**config.mk**
```make
export PLATFORM = sky130hd
export DESIGN_NAME = regfile_mp_flat
export DESIGN_NICKNAME = d
export VERILOG_FILES = /design/src/rtl/regfile_mp_if.sv /design/src/rtl/regfile_mp.sv /design/src/flat_wrapper.sv
export SDC_FILE = /design/constraint.sdc
export NUM_CORES = 2
export LEC_CHECK = 0
export ABC_AREA = 1
export ABC_CLOCK_PERIOD_IN_PS = 2200
export CAP_MARGIN = 20
export CELL_PAD_IN_SITES_DETAIL_PLACEMENT = 1
export CELL_PAD_IN_SITES_GLOBAL_PLACEMENT = 1
export CORE_UTILIZATION = 45
export CTS_CLUSTER_SIZE = 20
export DETAILED_ROUTE_END_ITERATION = 8
export HOLD_SLACK_MARGIN = 0.08
export PLACE_DENSITY_LB_ADDON = 0.1
export SYNTH_ARGS = -nofsm -noshare
export SYNTH_HDL_FRONTEND = slang
export SYNTH_SLANG_ARGS = --single-unit
```
**constraint.sdc**
```tcl
create_clock -name clk -period 2.2 [get_ports clk]
set_input_delay 0.22 -clock clk [delete_from_list [all_inputs] [get_ports clk]]
set_output_delay 0.22 -clock clk [all_outputs]
set_load 0.05 [all_outputs]
```
**src/rtl/regfile_mp_if.sv**
```systemverilog
// regfile_mp_if -- bus bundle for the multi-port register file.
//
// Signals:
//   rs, rt     read addresses for ports A and B
//   rd         write address
//   writedata  write data
//   regwrite   write enable
//   clr_req    request a sequenced clear of every entry
//   A, B       combinational read data for rs / rt
//   busy       high while the clear sequence runs
//   dbg_state  current FSM state (0 = IDLE, 1 = CLEAR), for checkers
//
// Handshake: there is no valid/ready pair. regwrite and clr_req are
// qualifiers sampled on every rising clock edge. A write is taken only when
// busy is low, and a write presented while busy is high is dropped, not
// held. clr_req is ignored while busy is high. The master watches busy to
// learn when writes will be accepted again.
//
// Modports:
//   master  drives the addresses, data and requests (bench or CPU side)
//   slave   the register file itself
interface regfile_mp_if #(
  parameter int WIDTH  = 32,
  parameter int ADDR_W = 5
);
  logic [ADDR_W-1:0] rs;
  logic [ADDR_W-1:0] rt;
  logic [ADDR_W-1:0] rd;
  logic [WIDTH-1:0]  writedata;
  logic              regwrite;
  logic              clr_req;
  logic [WIDTH-1:0]  A;
  logic [WIDTH-1:0]  B;
  logic              busy;
  logic              dbg_state;

  modport master (
    output rs, rt, rd, writedata, regwrite, clr_req,
    input  A, B, busy, dbg_state
  );

  modport slave (
    input  rs, rt, rd, writedata, regwrite, clr_req,
    output A, B, busy, dbg_state
  );
endinterface

```
**src/rtl/regfile_mp.sv**
```systemverilog
// regfile_mp -- two-read / one-write register file with a sequenced clear.
//
// Ports:
//   clk    single clock; all state updates happen on the rising edge
//   rst_n  asynchronous active-low reset; zeroes every entry at once
//   bus    regfile_mp_if slave modport (rs, rt, rd, writedata, regwrite,
//          clr_req in; A, B, busy, dbg_state out)
//
// The read ports are combinational. In IDLE a write to the address being
// read is bypassed to that port in the same cycle. clr_req starts a clear
// that zeroes one entry per cycle, from 0 up to DEPTH-1. During the clear,
// writes are dropped and bypass is off.
module regfile_mp #(
  parameter int WIDTH    = 32,
  parameter int ADDR_W   = 5,
  parameter int ZERO_REG = 1
) (
  input logic         clk,
  input logic         rst_n,
  regfile_mp_if.slave bus
);
  localparam int DEPTH = 2 ** ADDR_W;

  typedef enum logic {
    IDLE  = 1'b0,
    CLEAR = 1'b1
  } state_t;

  state_t            state;
  state_t            state_nxt;
  logic [ADDR_W-1:0] idx;
  logic [ADDR_W-1:0] idx_nxt;
  logic              busy_q;
  logic [WIDTH-1:0]  mem [DEPTH];

  logic              rd_is_zero;
  logic              wr_en;

  // With ZERO_REG set, entry 0 is never written. Its storage then holds 0
  // because reset and clear only ever write 0 into it.
  assign rd_is_zero = (ZERO_REG != 0) && (bus.rd == '0);
  assign wr_en      = (state == IDLE) && bus.regwrite && !rd_is_zero;

  // Next-state logic
  always_comb begin
    state_nxt = state;
    idx_nxt   = idx;
    case (state)
      IDLE: begin
        if (bus.clr_req) begin
          state_nxt = CLEAR;
          idx_nxt   = '0;
        end
      end
      CLEAR: begin
        // idx wraps naturally to 0 on the last entry.
        idx_nxt = idx + 1'b1;
        if (idx == '1) begin
          state_nxt = IDLE;
        end
      end
    endcase
  end

  always_ff @(posedge clk or negedge rst_n) begin
    if (!rst_n) begin
      state  <= IDLE;
      idx    <= '0;
      busy_q <= 1'b0;
    end else begin
      state  <= state_nxt;
      idx    <= idx_nxt;
      busy_q <= (state_nxt == CLEAR);
    end
  end

  // Storage. The clear takes priority over writes. wr_en is already gated
  // to IDLE, so this ordering only makes the intent explicit.
  always_ff @(posedge clk or negedge rst_n) begin
    if (!rst_n) begin
      for (int i = 0; i < DEPTH; i++) begin
        mem[i] <= '0;
      end
    end else if (state == CLEAR) begin
      mem[idx] <= '0;
    end else if (wr_en) begin
      mem[bus.rd] <= bus.writedata;
    end
  end

  // Read ports: storage, overridden by the same-cycle write (bypass), then
  // forced to 0 for the zero register and while reset is held.
  always_comb begin
    bus.A = mem[bus.rs];
    if (wr_en && (bus.rd == bus.rs)) begin
      bus.A = bus.writedata;
    end
    if (!rst_n || ((ZERO_REG != 0) && (bus.rs == '0))) begin
      bus.A = '0;
    end
  end

  always_comb begin
    bus.B = mem[bus.rt];
    if (wr_en && (bus.rd == bus.rt)) begin
      bus.B = bus.writedata;
    end
    if (!rst_n || ((ZERO_REG != 0) && (bus.rt == '0))) begin
      bus.B = '0;
    end
  end

  assign bus.busy      = busy_q;
  assign bus.dbg_state = (state == CLEAR);
endmodule

```
**src/flat_wrapper.sv**
```systemverilog
// flat-port wrapper written by rule: the top's interface ports become plain ports
module regfile_mp_flat 
#(
  parameter int WIDTH    = 32,
  parameter int ADDR_W   = 5,
  parameter int ZERO_REG = 1
)
  (clk, rst_n, bus_rs, bus_rt, bus_rd, bus_writedata, bus_regwrite, bus_clr_req, bus_A, bus_B, bus_busy, bus_dbg_state);
  regfile_mp_if #(.WIDTH(WIDTH), .ADDR_W(ADDR_W)) bus_i ();
  input logic clk;
  input logic rst_n;
  input wire logic [$bits(bus_i.rs)-1:0] bus_rs;
  input wire logic [$bits(bus_i.rt)-1:0] bus_rt;
  input wire logic [$bits(bus_i.rd)-1:0] bus_rd;
  input wire logic [$bits(bus_i.writedata)-1:0] bus_writedata;
  input wire logic [$bits(bus_i.regwrite)-1:0] bus_regwrite;
  input wire logic [$bits(bus_i.clr_req)-1:0] bus_clr_req;
  output wire logic [$bits(bus_i.A)-1:0] bus_A;
  output wire logic [$bits(bus_i.B)-1:0] bus_B;
  output wire logic [$bits(bus_i.busy)-1:0] bus_busy;
  output wire logic [$bits(bus_i.dbg_state)-1:0] bus_dbg_state;
  assign bus_i.rs = bus_rs;
  assign bus_i.rt = bus_rt;
  assign bus_i.rd = bus_rd;
  assign bus_i.writedata = bus_writedata;
  assign bus_i.regwrite = bus_regwrite;
  assign bus_i.clr_req = bus_clr_req;
  assign bus_A = bus_i.A;
  assign bus_B = bus_i.B;
  assign bus_busy = bus_i.busy;
  assign bus_dbg_state = bus_i.dbg_state;
  regfile_mp #(.WIDTH(WIDTH), .ADDR_W(ADDR_W), .ZERO_REG(ZERO_REG)) u_core (.clk(clk), .rst_n(rst_n), .bus(bus_i));
endmodule
```
* Word level (Yosys, flattened, before mapping)
Cells that the tools add are included.
** Operators by class
- $add $sub $neg :: 1
- Magnitude comparators :: 6
- Equal/unequal tests :: 4
- Multiplexer cells :: 22
- Bitwise gates (word level) :: 7
- Reductions and logical operators :: 14
** Operators with widths (number)
- 1024-bit 2-to-1 mux :: 2
- 1024-bit bitwise AND :: 1
- 1024-bit bitwise mux :: 1
- 1024-bit inverter :: 1
- 32-bit binary-select mux with 5-bit select :: 2
- 32-bit demux with 5-bit select :: 2
- 32-bit 2-to-1 mux :: 10
- 6-bit greater-or-equal comparator, second input constant :: 4
- 5-bit inverter with 6-bit output :: 4
- 5-bit logical NOT :: 3
- 6-bit by 1-bit less-than comparator with 1-bit output, second input constant :: 2
- 5-bit == test :: 2
- 5-bit one-hot mux with 2 select lines :: 1
- 1-bit logical AND :: 6
- 5-bit by 1-bit adder with 5-bit output, second input constant :: 1
- 5-bit == test, second input constant :: 1
- 5-bit 2-to-1 mux :: 1
- 1-bit logical NOT :: 2
- 1-bit logical OR :: 2
- 1-bit 2-to-1 mux :: 2
- 2-bit != test, second input constant :: 1
- 1-bit one-hot mux with 2 select lines :: 1
- 2-bit nonzero test :: 1
- 1-bit inverter :: 1
** Word-level totals
- Flip-flop bits (word level) :: 1030
- Bits of input ports :: 51
- Output and inout bits :: 66

* Depth between registers and ports, before layout
- Word-level depth :: 8
- Gate-level depth with buffers :: 13

* Worst setup path before layout
No wires, ideal clock.
- Kind :: register to output
- From :: register u_core.state, in the netlist u_core.bus.dbg_state
- To :: output bus_A[11]
- Arrival :: 2195 ps
- Path slack :: -215 ps
- Stages on the path, launching flop included :: 9
- Path buffers :: 2
- Path through :: dfrtp_1 nor2_1 o21ai_2 inv_2 buf_2 clkbuf_1 nand3_1 nand2_1 a21oi_1
** On the way
- Cells in the longest elaborated chain, start to end :: 6
** RTL lines
- from (decl) :: RTL line regfile_mp.sv:29 : state_t state;
- from (signal assigned) :: RTL line regfile_mp.sv:71 : state <= state_nxt;
- 1-bit inverter :: RTL line regfile_mp.sv:42 : assign wr_en = (state == IDLE) && bus.regwrite && !rd_is_zero;
- 1-bit logical AND (2 in a row) :: RTL line regfile_mp.sv:42
- 1-bit logical AND :: RTL line regfile_mp.sv:95 : if (wr_en && (bus.rd == bus.rs)) begin
- 32-bit 2-to-1 mux :: RTL line regfile_mp.sv:95
- 32-bit 2-to-1 mux :: RTL line regfile_mp.sv:98 : if (!rst_n || ((ZERO_REG != 0) && (bus.rs == '0))) begin
- to (decl) :: RTL line flat_wrapper.sv:18 : output wire logic [$bits(bus_i.A)-1:0] bus_A;
Every way passes these cells.

* Worst setup path after layout
- From :: register u_core.state, in the netlist u_core.bus.dbg_state
- To :: output bus_A[25]
Same word-level chain as after synthesis.

==> results.md <==
* Maximum clock rate at 0.375 GHz
* Crit path cell chain: nor2_2 -> o21ai_2 -> clkinv_4 -> buf_12 -> nand2_8 -> buf_16 -> a21oi_2 -> buf_6
* FF+latch count, synth at 1030
* Placed cells at approximately 12000
* Status: finished, violations left
* Final setup violation count at 65
* EDFF count, synth at 0
* Clock-pin slew on the worst setup and hold paths at approximately 60 ps
* Largest cells by area after synthesis: dfrtp_1 41%, nand2_1 24%, nand3_1 14%, inv_1 5.0%, nor2_1 4.7%
* Tightest Pin Transition at 1050 ps
* Switch share at roughly 37%
* CTS max path bufs at 3
* Largest net degree at the start of global routing at between 150 and 200
* Drt total wl at between 300 and 400 mm
* Register area at 25800 µm²
* Vias/cell at 6.19
* Avg Cell Area, Syn at roughly 6.3 µm²
* Total CTS buffers at 121
* # DRC at 0
* Setup ws final at -465 ps
* Buffers on Ports at 116
* DRT Pass-1 Iters at 9
* CP Capture Type: primary output
* Multi-input gate area at 31800 µm²
* Width of the die at approximately 380 µm
* Cell Area, Synth at 63000 µm²
* Util after Layout at a little under three fifths
* Fraction of registers with async set/reset at 100%
* Max cap viols at 0
* Lkg Pwr at around 39 nW
* GR Overflow Total at 0
* Crit-path max cell delay at 470 ps
* Post-synth top area cell: dfrtp_1
* Vias in the first global route at 75700
* Final Non-Filler Cells at between 10000 and 15000
* Initial core utilization at 45.6%
* Synth Instances at ~10000
* DP HPWL at about 230 mm
* Final Wtd Congestion at slightly below 1
* Unrepaired setup endpoints after global routing: true
* Hold Fails Final Rpt at 0
* Nets at ~10000
* # rows at ~140
* Syn_nets at approximately 10000
* Critical Path RT at between 1500 and 2000 ps
* Synth top area share at around 40%
* Max-slew violation count at 0
* Tcrit/Tclk final at 121%
* Design area at 77300 µm²
* Post-Place Cell Area at about 70000 µm²
* Drt initial violations at approximately 9500
* Clock root buffer: clkbuf_16
* Worst EP arrival at 2450 ps
* Logic pwr share at 27.6%
* Cell area power density at 796 nW/µm²
* CP Max Fanout at 10
* Main flop type after synthesis: dfrtp_1
* Fillers at 18200
* Failing checks: negative setup slack
* Share of layout cells above drive strength 1 at around 12%
* Flop pwr share at 37.6%
* Register area share after synthesis at between 40% and 50%
* Max-slew headroom at ~30%
* # IOs at 117
* CTS tree: built
* Clock share of power at between 30% and 40%
* WHS at approximately 290 ps
* Die height at 376 µm
* WL per Instance at ~28 µm
* Clk sinks at around 1000
* Initial antenna violation count at 12
* Worst hold-check path type: input pin to register
* Pint at between 0.03 and 0.04 W
* Skew final at 36.9 ps
* Core area at 138000 µm²
* Synth warnings at 0
* Kind of critical path: register to primary output
* Startpoint Class: register
* Worst vdd ir at between 0.0007 and 0.0008 V
* Min cycle time layout at between 2000 and 3000 ps
* Area growth from synthesis to layout at 22.8%
* Later-pin clock latency in the skew report at between 700 and 800 ps
* DR vias at around 75000
* Antenna Nets Post-Route at 0
* Net Sw Power at between 0.02 and 0.025 W
* Worst path slowest cell: dfrtp_2
* First-pass GRT wire length at 500 mm
* Total Routing Usage GR at between 40% and 50%
* Yosys cell types at 31
* # H-tree levels at 3
* Die area at between 100000 and 150000 µm²
-- through the flow --
stage | TNS (ps) | setup slack (ps) | total power, W
finish | -23930 | -465 | 0.0615
global route | -26540 | -492 | 0.0634
CTS | -23390 | -430 | 0.0607
detailed placement | -232070 | -458 | 0.0391
global placement | -168950 | -351 | 0.0383
floorplan | -4380 | -215 | 0.0315
-- layout make-up --
| cell class | count | area share (%) |
|---|---|---|
| tap | 1863 | 3.02 |
| clock inverter | 41 | 0.694 |
| antenna | 6 | 0.0194 |
| inverter | 860 | 4.22 |
| timing repair buffer | 838 | 13.0 |
| multi-input combinational | 7260 | 41.1 |
| clock buffer | 184 | 4.60 |
| sequential | 1030 | 33.3 |
-- synthesized netlist by cell type, types with 8 or more instances --
library cell  number
nor3_1             8
clkbuf_1         500
a21oi_1           65
nor2_4            19
nand3_1         1824
dfrtp_1         1030
o21ai_1           28
buf_2            183
buf_1             94
inv_1            833
o22ai_1          160
o21ai_0          301
nand2_1         4039
inv_2             24
nor2_1           784
-- worst paths after layout --
kind,depth (start not counted),startpoint,endpoint,slack [ps]
worst max-delay path,8,u_core.bus.dbg_state,bus_A[25],-470
worst min-delay path,4,bus_writedata[6],u_core.mem[166],290
worst max register to register,12,u_core.bus.dbg_state,u_core.mem[957],0
worst min register to register,2,u_core.mem[1023],u_core.mem[1023],490
max in group asynchronous,6,rst_n,u_core.mem[923],110
min in group asynchronous,4,rst_n,u_core.mem[10],780
-- worst max-delay path: cells and delay by family, from the launching register on --
family          cells  cell delay [ps]
compound gates      2              280
simple gates        2              250
flops               1              470
buf+inv             4              630
-- power by group through the flow --
stage / Combinational [W] / Clock, W / Sequential, W
2_1_floorplan: 0.00865 / 0 / 0.0228
3_3_place_gp: 0.0151 / 0 / 0.0232
3_5_place_dp: 0.0157 / 0 / 0.0233
4_1_cts: 0.0162 / 0.0214 / 0.0230
5_1_grt: 0.0180 / 0.0221 / 0.0233
6_report: 0.0170 / 0.0214 / 0.0231
-- registers in the layout, summed over array words and instances (netlist names) --
register and count:
u_core.mem 1024, u_core.bus.dbg_state 1, u_core.idx 5
-- metal layers --
layer	routed length [µm]	vias up	global-route usage, %	part of all wire (%)
li1	-	31400	-	-
met5	73	-	0	0.021
met4	25900	10	30.6	7.5
met2	142000	5052	68.8	41
met1	130000	37000	62.7	38
met3	46200	1347	14.0	13
-- kinds of logic after synthesis --
| kind of cell | after synthesis | synth area share [%] |
|---|---|---|
| AND/OR/NAND/NOR | 6688 | 43.9 |
| buffers and inverters | 1642 | 10.2 |
| flip-flops | 1030 | 40.9 |
| AO/OA/AOI/OAI | 561 | 4.81 |
| XOR/XNOR | 6 | 0.0835 |
| adder cells (fa/ha/maj) | 5 | 0.0994 |
-- timing repair --
item | 4_1_cts | 5_1_grt
hold buffers | 3 | 0
endpoints found under the setup margin | 64 | 142
pin swaps | 25 | 16
endpoints found under the hold margin | 646 | 0
buffers inserted | 9 | 8
cloned | 6 | 1
resized for setup | 154 | 83
-- cell usage in the layout, fill, tap and decap left out, drive strengths merged --
| cell type | Yosys | layout |
|---|---|---|
| a21oi | 65 | 65 |
| a31oi | 1 | 1 |
| buf | 279 | 796 |
| bufinv | 0 | 11 |
| clkbuf | 503 | 185 |
| clkdlybuf4s50 | 0 | 37 |
| clkinv | 3 | 26 |
| clkinvlp | 0 | 2 |
| dfrtp | 1030 | 1030 |
| diode | 0 | 6 |
| dlygate4sd3 | 0 | 2 |
| dlymetal6s2s | 0 | 2 |
| ha | 5 | 5 |
| inv | 857 | 862 |
| nand2 | 4039 | 4039 |
| nand3 | 1827 | 1827 |
| nand4 | 6 | 6 |
| nor2 | 805 | 805 |
| nor3 | 10 | 10 |
| nor4 | 1 | 1 |
| o21ai | 335 | 335 |
| o22ai | 160 | 160 |
| xnor2 | 4 | 4 |
| xor2 | 2 | 2 |
Note: power is estimated with default switching activity, not from simulation.
